File: src/rtl/mem_arbiter_pkg.sv
// mem_arbiter_pkg -- shared types for the two-port memory arbiter.
//   arb_state_e : FSM states (IDLE, CMD, RDWAIT)
//   arb_owner_e : which requester owns the outstanding transaction
//   AW_DEF/DW_DEF : default address/data widths
package mem_arbiter_pkg;

  localparam int AW_DEF = 32;
  localparam int DW_DEF = 32;

  typedef enum logic [1:0] {
    IDLE   = 2'd0,
    CMD    = 2'd1,
    RDWAIT = 2'd2
  } arb_state_e;

  typedef enum logic {
    OWN_IF = 1'b0,
    OWN_D  = 1'b1
  } arb_owner_e;

endpackage

File: src/rtl/mem_arbiter.sv
// mem_arbiter -- arbitrates an instruction-fetch port and a data port onto a
// single memory command interface, one transaction outstanding at a time.
//
// Ports
//   CLOCK_50, reset          : clock (rising edge), async active-high reset
//   if_req/if_addr           : fetch read request
//   if_rdata/if_done         : fetch read data, one-cycle completion pulse
//   d_req/d_we/d_addr/d_wdata/d_be : data load/store request
//   d_rdata/d_done           : load data, one-cycle completion pulse
//   if_stall/d_stall         : req AND NOT done, per port
//   mem_req/we/addr/wdata/be : registered memory command, held until mem_ready
//   mem_ready/mem_rvalid/mem_rdata : memory accept and read return
//   busy                     : FSM not in IDLE
//
// Build option: define ARB_FAIRNESS_EN to let fetch win a contested grant
// after MAX_DSTREAK consecutive data grants taken while fetch was waiting.
// Without it, data has strict priority and fetch can starve.
module mem_arbiter
  import mem_arbiter_pkg::*;
#(
  parameter int AW          = AW_DEF,
  parameter int DW          = DW_DEF,
  parameter int MAX_DSTREAK = 4
) (
  input  logic            CLOCK_50,
  input  logic            reset,
  input  logic            if_req,
  input  logic [AW-1:0]   if_addr,
  output logic [DW-1:0]   if_rdata,
  output logic            if_done,
  input  logic            d_req,
  input  logic            d_we,
  input  logic [AW-1:0]   d_addr,
  input  logic [DW-1:0]   d_wdata,
  input  logic [DW/8-1:0] d_be,
  output logic [DW-1:0]   d_rdata,
  output logic            d_done,
  output logic            if_stall,
  output logic            d_stall,
  output logic            mem_req,
  output logic            mem_we,
  output logic [AW-1:0]   mem_addr,
  output logic [DW-1:0]   mem_wdata,
  output logic [DW/8-1:0] mem_be,
  input  logic            mem_ready,
  input  logic            mem_rvalid,
  input  logic [DW-1:0]   mem_rdata,
  output logic            busy
);

  localparam int BW = DW / 8;

  arb_state_e     state_q, state_d;
  arb_owner_e     owner_q, owner_d;
  logic           mem_req_q, mem_req_d;
  logic           mem_we_q, mem_we_d;
  logic [AW-1:0]  mem_addr_q, mem_addr_d;
  logic [DW-1:0]  mem_wdata_q, mem_wdata_d;
  logic [BW-1:0]  mem_be_q, mem_be_d;
  logic           if_done_q, if_done_d;
  logic           d_done_q, d_done_d;
  logic [DW-1:0]  if_rdata_q, if_rdata_d;
  logic [DW-1:0]  d_rdata_q, d_rdata_d;

  // A port whose done is pulsing this cycle has just been served; treating
  // it as ineligible keeps a held req from being granted twice.
  logic if_elig, d_elig, fair_force, pick_if;
  assign if_elig = if_req & ~if_done_q;
  assign d_elig  = d_req  & ~d_done_q;
  assign pick_if = if_elig & (~d_elig | fair_force);

`ifdef ARB_FAIRNESS_EN
  localparam int SW = $clog2(MAX_DSTREAK + 1);
  logic [SW-1:0] streak_q, streak_d;

  assign fair_force = (streak_q == SW'(MAX_DSTREAK));

  // Counts data grants taken while fetch is asking; saturates at the limit.
  always_comb begin
    streak_d = streak_q;
    if (state_q == IDLE && (if_elig | d_elig)) begin
      if (pick_if || !if_req)           streak_d = '0;
      else if (!fair_force)             streak_d = streak_q + SW'(1);
    end
  end

  always_ff @(posedge CLOCK_50 or posedge reset) begin
    if (reset) streak_q <= '0;
    else       streak_q <= streak_d;
  end
`else
  assign fair_force = 1'b0;
`endif

  always_comb begin
    state_d     = state_q;
    owner_d     = owner_q;
    mem_req_d   = mem_req_q;
    mem_we_d    = mem_we_q;
    mem_addr_d  = mem_addr_q;
    mem_wdata_d = mem_wdata_q;
    mem_be_d    = mem_be_q;
    if_done_d   = 1'b0;
    d_done_d    = 1'b0;
    if_rdata_d  = if_rdata_q;
    d_rdata_d   = d_rdata_q;
    case (state_q)
      IDLE: begin
        if (if_elig | d_elig) begin
          state_d   = CMD;
          mem_req_d = 1'b1;
          if (pick_if) begin
            owner_d     = OWN_IF;
            mem_we_d    = 1'b0;
            mem_addr_d  = if_addr;
            mem_wdata_d = '0;
            mem_be_d    = '1;
          end else begin
            owner_d     = OWN_D;
            mem_we_d    = d_we;
            mem_addr_d  = d_addr;
            mem_wdata_d = d_wdata;
            mem_be_d    = d_be;
          end
        end
      end
      CMD: begin
        if (mem_ready) begin
          mem_req_d = 1'b0;
          if (mem_we_q) begin
            // Writes complete on accept; no return phase.
            state_d = IDLE;
            if (owner_q == OWN_IF) if_done_d = 1'b1;
            else                   d_done_d  = 1'b1;
          end else begin
            state_d = RDWAIT;
          end
        end
      end
      RDWAIT: begin
        if (mem_rvalid) begin
          state_d = IDLE;
          if (owner_q == OWN_IF) begin
            if_rdata_d = mem_rdata;
            if_done_d  = 1'b1;
          end else begin
            d_rdata_d = mem_rdata;
            d_done_d  = 1'b1;
          end
        end
      end
      default: state_d = IDLE;
    endcase
  end

  always_ff @(posedge CLOCK_50 or posedge reset) begin
    if (reset) begin
      state_q     <= IDLE;
      owner_q     <= OWN_IF;
      mem_req_q   <= 1'b0;
      mem_we_q    <= 1'b0;
      mem_addr_q  <= '0;
      mem_wdata_q <= '0;
      mem_be_q    <= '0;
      if_done_q   <= 1'b0;
      d_done_q    <= 1'b0;
      if_rdata_q  <= '0;
      d_rdata_q   <= '0;
    end else begin
      state_q     <= state_d;
      owner_q     <= owner_d;
      mem_req_q   <= mem_req_d;
      mem_we_q    <= mem_we_d;
      mem_addr_q  <= mem_addr_d;
      mem_wdata_q <= mem_wdata_d;
      mem_be_q    <= mem_be_d;
      if_done_q   <= if_done_d;
      d_done_q    <= d_done_d;
      if_rdata_q  <= if_rdata_d;
      d_rdata_q   <= d_rdata_d;
    end
  end

  assign mem_req   = mem_req_q;
  assign mem_we    = mem_we_q;
  assign mem_addr  = mem_addr_q;
  assign mem_wdata = mem_wdata_q;
  assign mem_be    = mem_be_q;
  assign if_done   = if_done_q;
  assign d_done    = d_done_q;
  assign if_rdata  = if_rdata_q;
  assign d_rdata   = d_rdata_q;
  assign if_stall  = if_req & ~if_done_q;
  assign d_stall   = d_req & ~d_done_q;
  assign busy      = (state_q != IDLE);

endmodule

File: config.mk
export PLATFORM = sky130hd
export DESIGN_NAME = mem_arbiter
export DESIGN_NICKNAME = d
export VERILOG_FILES = /design/src/rtl/mem_arbiter_pkg.sv /design/src/rtl/mem_arbiter.sv
export SDC_FILE = /design/constraint.sdc
export NUM_CORES = 1
export LEC_CHECK = 0
export ABC_AREA = 1
export ABC_CLOCK_PERIOD_IN_PS = 6700
export CAP_MARGIN = 20
export CORE_MARGIN = 2
export CORE_UTILIZATION = 41
export DETAILED_ROUTE_END_ITERATION = 10
export GPL_ROUTABILITY_DRIVEN = 0
export HOLD_SLACK_MARGIN = 0.15
export PLACE_DENSITY = 0.88
export SYNTH_ARGS = -nofsm -noshare
export SYNTH_HDL_FRONTEND = slang
export SYNTH_SLANG_ARGS = --single-unit
File: constraint.sdc
create_clock -name CLOCK_50 -period 6.7 [get_ports CLOCK_50]
set_input_delay 1.34 -clock CLOCK_50 [delete_from_list [all_inputs] [get_ports CLOCK_50]]
set_output_delay 1.34 -clock CLOCK_50 [all_outputs]
set_load 0.01 [all_outputs]
* After elaboration in Yosys (flattened, before gate mapping)
Cells that the tools add are included.
** Word-level totals
- Register bits :: 139
- Output and inout port bits :: 139
** Cells by class
- Equal/unequal tests :: 5
- Multiplexer cells :: 23
- Bitwise gates (word level) :: 8
- Reductions and logical operators :: 8
** Operators with widths (number)
- two-way mux 32 bit :: 2
- two-way mux 1 bit :: 12
- AND reduction 3 bit :: 4
- two-way mux 2 bit :: 4
- inequality test 2 bit, second input constant :: 3
- one-hot mux 1 bit (2 select lines) :: 3
- one-hot mux 2 bit (3 select lines) :: 1
- two-way mux 4 bit :: 1
- inverter 1 bit :: 4
- nonzero test 2 bit :: 2
- bitwise AND 1 bit :: 3
- == test 2 x 1 -> 1 bit, second input constant :: 1
- == test 2 bit, second input constant :: 1
- zero test 2 bit :: 1
- AND reduction 2 bit :: 1
- bitwise OR 1 bit :: 1

* Longest topological paths before layout
Gate-level depths: netlist of the first run.
- Word-level depth :: 5
- Mapped depth :: 8
- Mapped depth without buffers :: 8

* Least setup slack after synthesis of the first run
Ideal clock, no wire load.
- Kind :: input to output
- Start :: input d_req
- End :: output d_stall
- Arrival :: 1728 ps
- Required time :: 5360 ps
- Slack :: 3632 ps
- Stages :: 3
- Cells stage by stage :: nand2_2 -> inv_2 -> buf_2
** Between the ends
- Cells in the longest elaborated chain, start to end :: 1
** RTL lines
- from (decl) :: RTL line mem_arbiter.sv:31 : input logic d_req,
- bitwise AND 1 bit :: RTL line mem_arbiter.sv:194 : assign d_stall = d_req & ~d_done_q;
- to (decl) :: RTL line mem_arbiter.sv:39 : output logic d_stall,
Every way passes these cells.

* Worst setup path in the final report of the first run
Ends and elaborated chain as after synthesis.

==> summary.txt, run 1 <==
Detailed routing
  • DR WL/cell: 15.0 µm
  • DRT iter0 DRCs: 370
  • DRC Markers: 0
  • Routed vias: 5500
  • Final WL: 17.2 mm
  • Mean number of vias per cell: 4.79
  • Drt pass-1 iters: 5
  • Antenna Nets Post-Route: 0

Synth
  • Post-Syn Area per Cell: 8.45 µm²
  • Synthesized area: 5880 µm²
  • Syn. warnings: 0
  • Sequential fraction of the synthesis area: 59.2%
  • Synth area leaders: dfrtp_1 (59%), nand2_1 (20%), nand3_1 (6.0%), o21ai_0 (5.5%), inv_1 (3.2%)
  • Yosys top cell area share: 59.2%
  • Cell taking the most area after synthesis: dfrtp_1
  • Syn nets: 839
  • Syn Inst Count: 695
  • Unique masters post-synth: 17
  • #FFs+latches synth: 139

Setup path
  • CP Class: input pin to primary output
  • Worst-path maximum fanout: 36
  • Crit path arrival time: 3.54 ns
  • CP Data Required Time: 5.36 ns
  • Startpoint Class: input pin
  • CP Capture Type: primary output

Timing
  • Slew headroom: 29.4%
  • Post-route minimum period: 4.88 ns
  • Peak Freq: 0.205 GHz
  • Pins Over Slew Limit: 0
  • Hold slack final: 0.471 ns
  • Setup_tns: 0 ns
  • Tcrit/Tclk final: 72.9%
  • Worst-Margin Slew: 1.06 ns
  • Skew final: 0.0131 ns
  • Final setup margin: 1.82 ns
  • Final setup viols: 0
  • RSZ-0062 raised after global routing: no
  • Final hold vios: 0

Clock tree
  • Cts hold-fix bufs: 0
  • Setup repair bufs after CTS: 0
  • H-tree Lvls: 4
  • Clock sinks: 139
  • Cts repair resizes: 0
  • Clock slew seen by the registers of the worst setup and hold paths: 0.06 ns
  • Clock root cell: clkbuf_16
  • CTS tree: yes
  • Worst-Skew Late Latency: 0.42 ns
  • Clock Path Buffers: 2
  • CTS Buf Count: 17

Cells and area
  • Most common cell after layout, fill and taps aside: nand2_1
  • Post-Layout Inst Area: 9320 µm²
  • Commonest non-fill, non-tap cells in the layout: nand2_1 (306), clkdlybuf4s50_1 (277), dfrtp_1 (139)
  • Layout Utilization: 66.9%
  • Share of layout cells above drive strength 1: 4.64%
  • Post-layout nets: 1100
  • Synthesis-to-finish area growth: 58.6%
  • Ant. Diodes: 0

Global routing
  • Grt ovf: 0
  • Tot GR Track Use: 22.3%
  • First-pass GRT wire length: 26.2 mm
  • Number of global-route vias before repair: 5326
  • Largest net degree at the start of global routing: 75
  • Antenna violations before repair: 0

Placement
  • Final HPWL DP: 11.9 mm
  • Cell Area, Placed: 8710 µm²
  • I/O Buffers: 277
  • Pre-CTS setup slack: 1.83 ns

Hold path
  • HP Class: register to register

Job
  • Max-cap violations: 0

Floorplanning
  • Die Ht: 124 µm
  • Core ar.: 13900 µm²
  • Die area: 15300 µm²
  • Starting Density: 42.2%
  • Row cnt: 43
  • I/O pin total: 278
  • Die Wd: 124 µm

Power and ir drop
  • Max IR drop VDD: 0.261 mV
  • P_leak: 4.58 nW
  • PD cells: 452 nW/µm²

Outcome
  • Status: finished, final reports clean
[Yosys cell counts]
| cell type | number |
|---|---|
| o21ai_0 | 65 |
| buf_2 | 26 |
| ha_1 | 5 |
| nand2_2 | 1 |
| inv_1 | 50 |
| inv_2 | 2 |
| nand3_1 | 70 |
| nor2_4 | 1 |
| nand4_1 | 2 |
| dfrtp_1 | 139 |
| nand2_1 | 306 |
| buf_4 | 5 |
| buf_6 | 2 |
| clkbuf_1 | 7 |
| nor2_1 | 6 |
| a21oi_1 | 7 |
| nand2_4 | 1 |
[per-stage QoR]
| stage | power [mW] | cells |
|---|---|---|
| CTS | 4.25 | 1149 |
| finish | 4.21 | 1149 |
| global placement | 3.22 | 1117 |
| floorplan | 2.24 | 695 |
| global route | 4.50 | 1149 |
| detailed placement | 3.27 | 1117 |
[worst max-delay path, stage by stage]
cell and delay [ns]:
clkdlybuf4s50_1 0.47, nand2_2 0.41, inv_2 0.65, clkdlybuf4s50_1 0.65
[state kept, by name, indices dropped and copies added, names as in the netlist]
| name | cells |
|---|---|
| mem_addr | 32 |
| mem_wdata | 32 |
| state_q | 2 |
| if_done | 1 |
| if_rdata | 32 |
| d_rdata | 32 |
| mem_be | 4 |
| mem_we | 1 |
| owner_q | 1 |
| mem_req | 1 |
| d_done | 1 |
[path summary, 6_finish.rpt]
kind | endpoint | from | cells past startpoint | slack [ns]
max | d_stall | d_req | 4 | 1.82
min reg2reg | mem_wdata[4] | mem_wdata[4] | 2 | 0.47
max in group asynchronous | mem_wdata[29] | reset | 3 | 3.95
min in group asynchronous | mem_wdata[3] | reset | 2 | 1.38
min | mem_wdata[4] | mem_wdata[4] | 2 | 0.47
max reg2reg | mem_addr[24] | d_done | 7 | 4.08
[report_power, final]
part | internal, mW | total, mW | switching (mW)
clock network | 0.577 | 0.955 | 0.378
registers | 1.23 | 1.45 | 0.222
logic | 0.930 | 1.80 | 0.870
total | 2.74 | 4.21 | 1.47
[area by class of cell]
cell class                      instances  area, µm²
Clock buffer                           19        453
Clock inverter                         13        154
Fill cell                            1074       4620
Inverter                               52        200
Multi-Input combinational cell        464       2000
Sequential cell                       139       3480
Tap cell                              180        225
Timing Repair Buffer                  282       2810
[metal layers]
metal | vias to the layer above | track usage, % | wire, µm
li1 | 2690 | - | -
met2 | 239 | 36.5 | 8150
met3 | 28 | 8.29 | 1770
met1 | 2543 | 26.4 | 6880
met4 | 0 | 9.59 | 446
met5 | - | 0 | 0
[cells by family after synthesis]
group	Yosys count	share of synthesized area, %
adder cells (fa/ha/maj)	5	1.06
AND/OR/NAND/NOR	387	26.6
buffers and inverters	92	7.01
AO/OA/AOI/OAI	72	6.13
flip-flops	139	59.2
(Power assumes the default switching activity.)
==> run 2: changes to the inputs <==
- ABC_CLOCK_PERIOD_IN_PS: 6700 -> 4180
- CORE_UTILIZATION: 41 -> 37
- PLACE_DENSITY: 0.88 -> 0.84
- clock period: 6.7 -> 4.18 ns (I/O delays scaled with it)
==> summary.txt, run 2 (same netlist as run 1, synthesis figures left out) <==
Outcome
  • Status: finished, final reports clean

Clock tree
  • CTS Buf Count: 17
  • Worst-Skew Late Latency: 0.41 ns
  • Clock Path Buffers: 2
  • H-tree Lvls: 4
  • Clock sinks: 139
  • Clock root cell: clkbuf_16
  • Cts repair resizes: 0
  • CTS tree: yes
  • Setup repair bufs after CTS: 0
  • Cts hold-fix bufs: 0
  • Clock slew seen by the registers of the worst setup and hold paths: 0.05 ns

Power and ir drop
  • PD cells: 713 nW/µm²
  • Design internal power: 4.38 mW
  • Clock power share: 22.0%
  • P_sw: 2.31 mW
  • Combinational power share: 43.3%
  • P_leak: 4.60 nW
  • Switching Fraction: 34.5%
  • Max IR drop VDD: 0.368 mV
  • Sequential power share: 34.7%

Detailed routing
  • Mean number of vias per cell: 4.59
  • Antenna Nets Post-Route: 0
  • Routed vias: 5451
  • DR WL/cell: 14.5 µm
  • Drt pass-1 iters: 4
  • Final WL: 17.3 mm
  • DRC Markers: 0
  • DRT iter0 DRCs: 244

Timing
  • Final setup margin: 1.02 ns
  • RSZ-0062 raised after global routing: no
  • Skew final: 0.00943 ns
  • Slew headroom: 48.8%
  • Post-route minimum period: 3.16 ns
  • Worst-Margin Slew: 0.767 ns
  • Final hold vios: 0
  • Setup_tns: 0 ns
  • Peak Freq: 0.317 GHz
  • Final setup viols: 0
  • Tcrit/Tclk final: 75.5%
  • Pins Over Slew Limit: 0

Floorplanning
  • Row cnt: 46
  • Starting Density: 37.4%
  • Die Wd: 130 µm
  • I/O pin total: 278
  • Core ar.: 15700 µm²
  • Die area: 16900 µm²
  • Die Ht: 130 µm

Global routing
  • Number of global-route vias before repair: 5090
  • Tot GR Track Use: 19.9%
  • First-pass GRT wire length: 26.1 mm
  • Largest net degree at the start of global routing: 80
  • Antenna violations before repair: 1
  • Layer with the highest usage after global routing: met2
  • Met3 global-route usage: 8.20%
  • Grt ovf: 0
  • Met2 Use GR: 31.5%
  • GR Util met1: 24.9%

Hold path
  • Hold depth: 2
  • HP Start: mem_req
  • Worst hold endpoint: mem_req
  • HP Class: register to register

Placement
  • Final HPWL DP: 11.9 mm
  • I/O Buffers: 277
  • Pre-CTS setup slack: 1.03 ns

Job
  • Max-cap violations: 0

Setup path
  • Reg2reg end: if_rdata[25]
  • Reg2reg start: state_q[0]
  • CP Data Required Time: 3.34 ns
  • Crit path arrival time: 2.32 ns
  • Startpoint Class: input pin
  • Worst R2R Path Depth: 6
  • CP Capture Type: primary output
  • Worst-path maximum fanout: 15
  • Reg2reg setup slack: 2.02 ns
  • CP Class: input pin to primary output

Cells and area
  • Ant. Diodes: 0
  • Commonest non-fill, non-tap cells in the layout: nand2_1 (306), clkdlybuf4s50_1 (277), dfrtp_1 (139)
  • Synthesis-to-finish area growth: 59.9%
  • Post-layout nets: 1105
  • Share of layout cells above drive strength 1: 4.84%
  • Most common cell after layout, fill and taps aside: nand2_1
[run 2: how the worst max path moves through the flow]
stage            from  endpoint  slack, ns
2_1_floorplan   reset    d_done       1.61
3_3_place_gp   if_req  if_stall       1.02
3_5_place_dp   if_req  if_stall       1.03
4_1_cts        if_req  if_stall       1.02
5_1_grt        if_req  if_stall       0.98
6_report       if_req  if_stall       1.02
[run 2: final cells by class]
type                       count  area, µm²
clock buffer                  20        457
clock inverter                10        118
fill                        1344       6310
inverter                      52        199
multi-input combinational    464       2000
sequential                   139       3480
tap                          216        270
timing repair buffer         287       2880
[run 2: worst max-delay path, stage by stage]
cell             delay (ns)
clkdlybuf4s50_1        0.50
inv_1                  0.08
nor2_4                 0.28
clkdlybuf4s50_1        0.63
[run 2: power by group through the flow]
| stage | clock (mW) | sequential (mW) | combinational, mW |
|---|---|---|---|
| after floorplan | 0 | 2.60 | 0.999 |
| after global placement | 0 | 2.31 | 2.86 |
| after detailed placement | 0 | 2.33 | 2.93 |
| after CTS | 1.51 | 2.32 | 2.94 |
| after global routing | 1.57 | 2.40 | 3.19 |
| final | 1.47 | 2.32 | 2.90 |
[run 2: through the flow]
stage	cells	utilization (%)	hold WS, ns	area, µm²	power, mW
after floorplan	695	-	0.467	5880	3.60
after global placement	1157	56.0	0.453	8800	5.17
final	1188	59.8	0.469	9400	6.70
after global routing	1188	59.8	0.491	9400	7.15
after detailed placement	1157	56.0	0.457	8800	5.26
after CTS	1187	59.6	0.472	9370	6.77
[run 2: metal layers]
layer	vias up	wire [µm]
li1	2696	-
met1	2495	7260
met2	233	8000
met3	25	1660
met4	2	314
met5	-	16
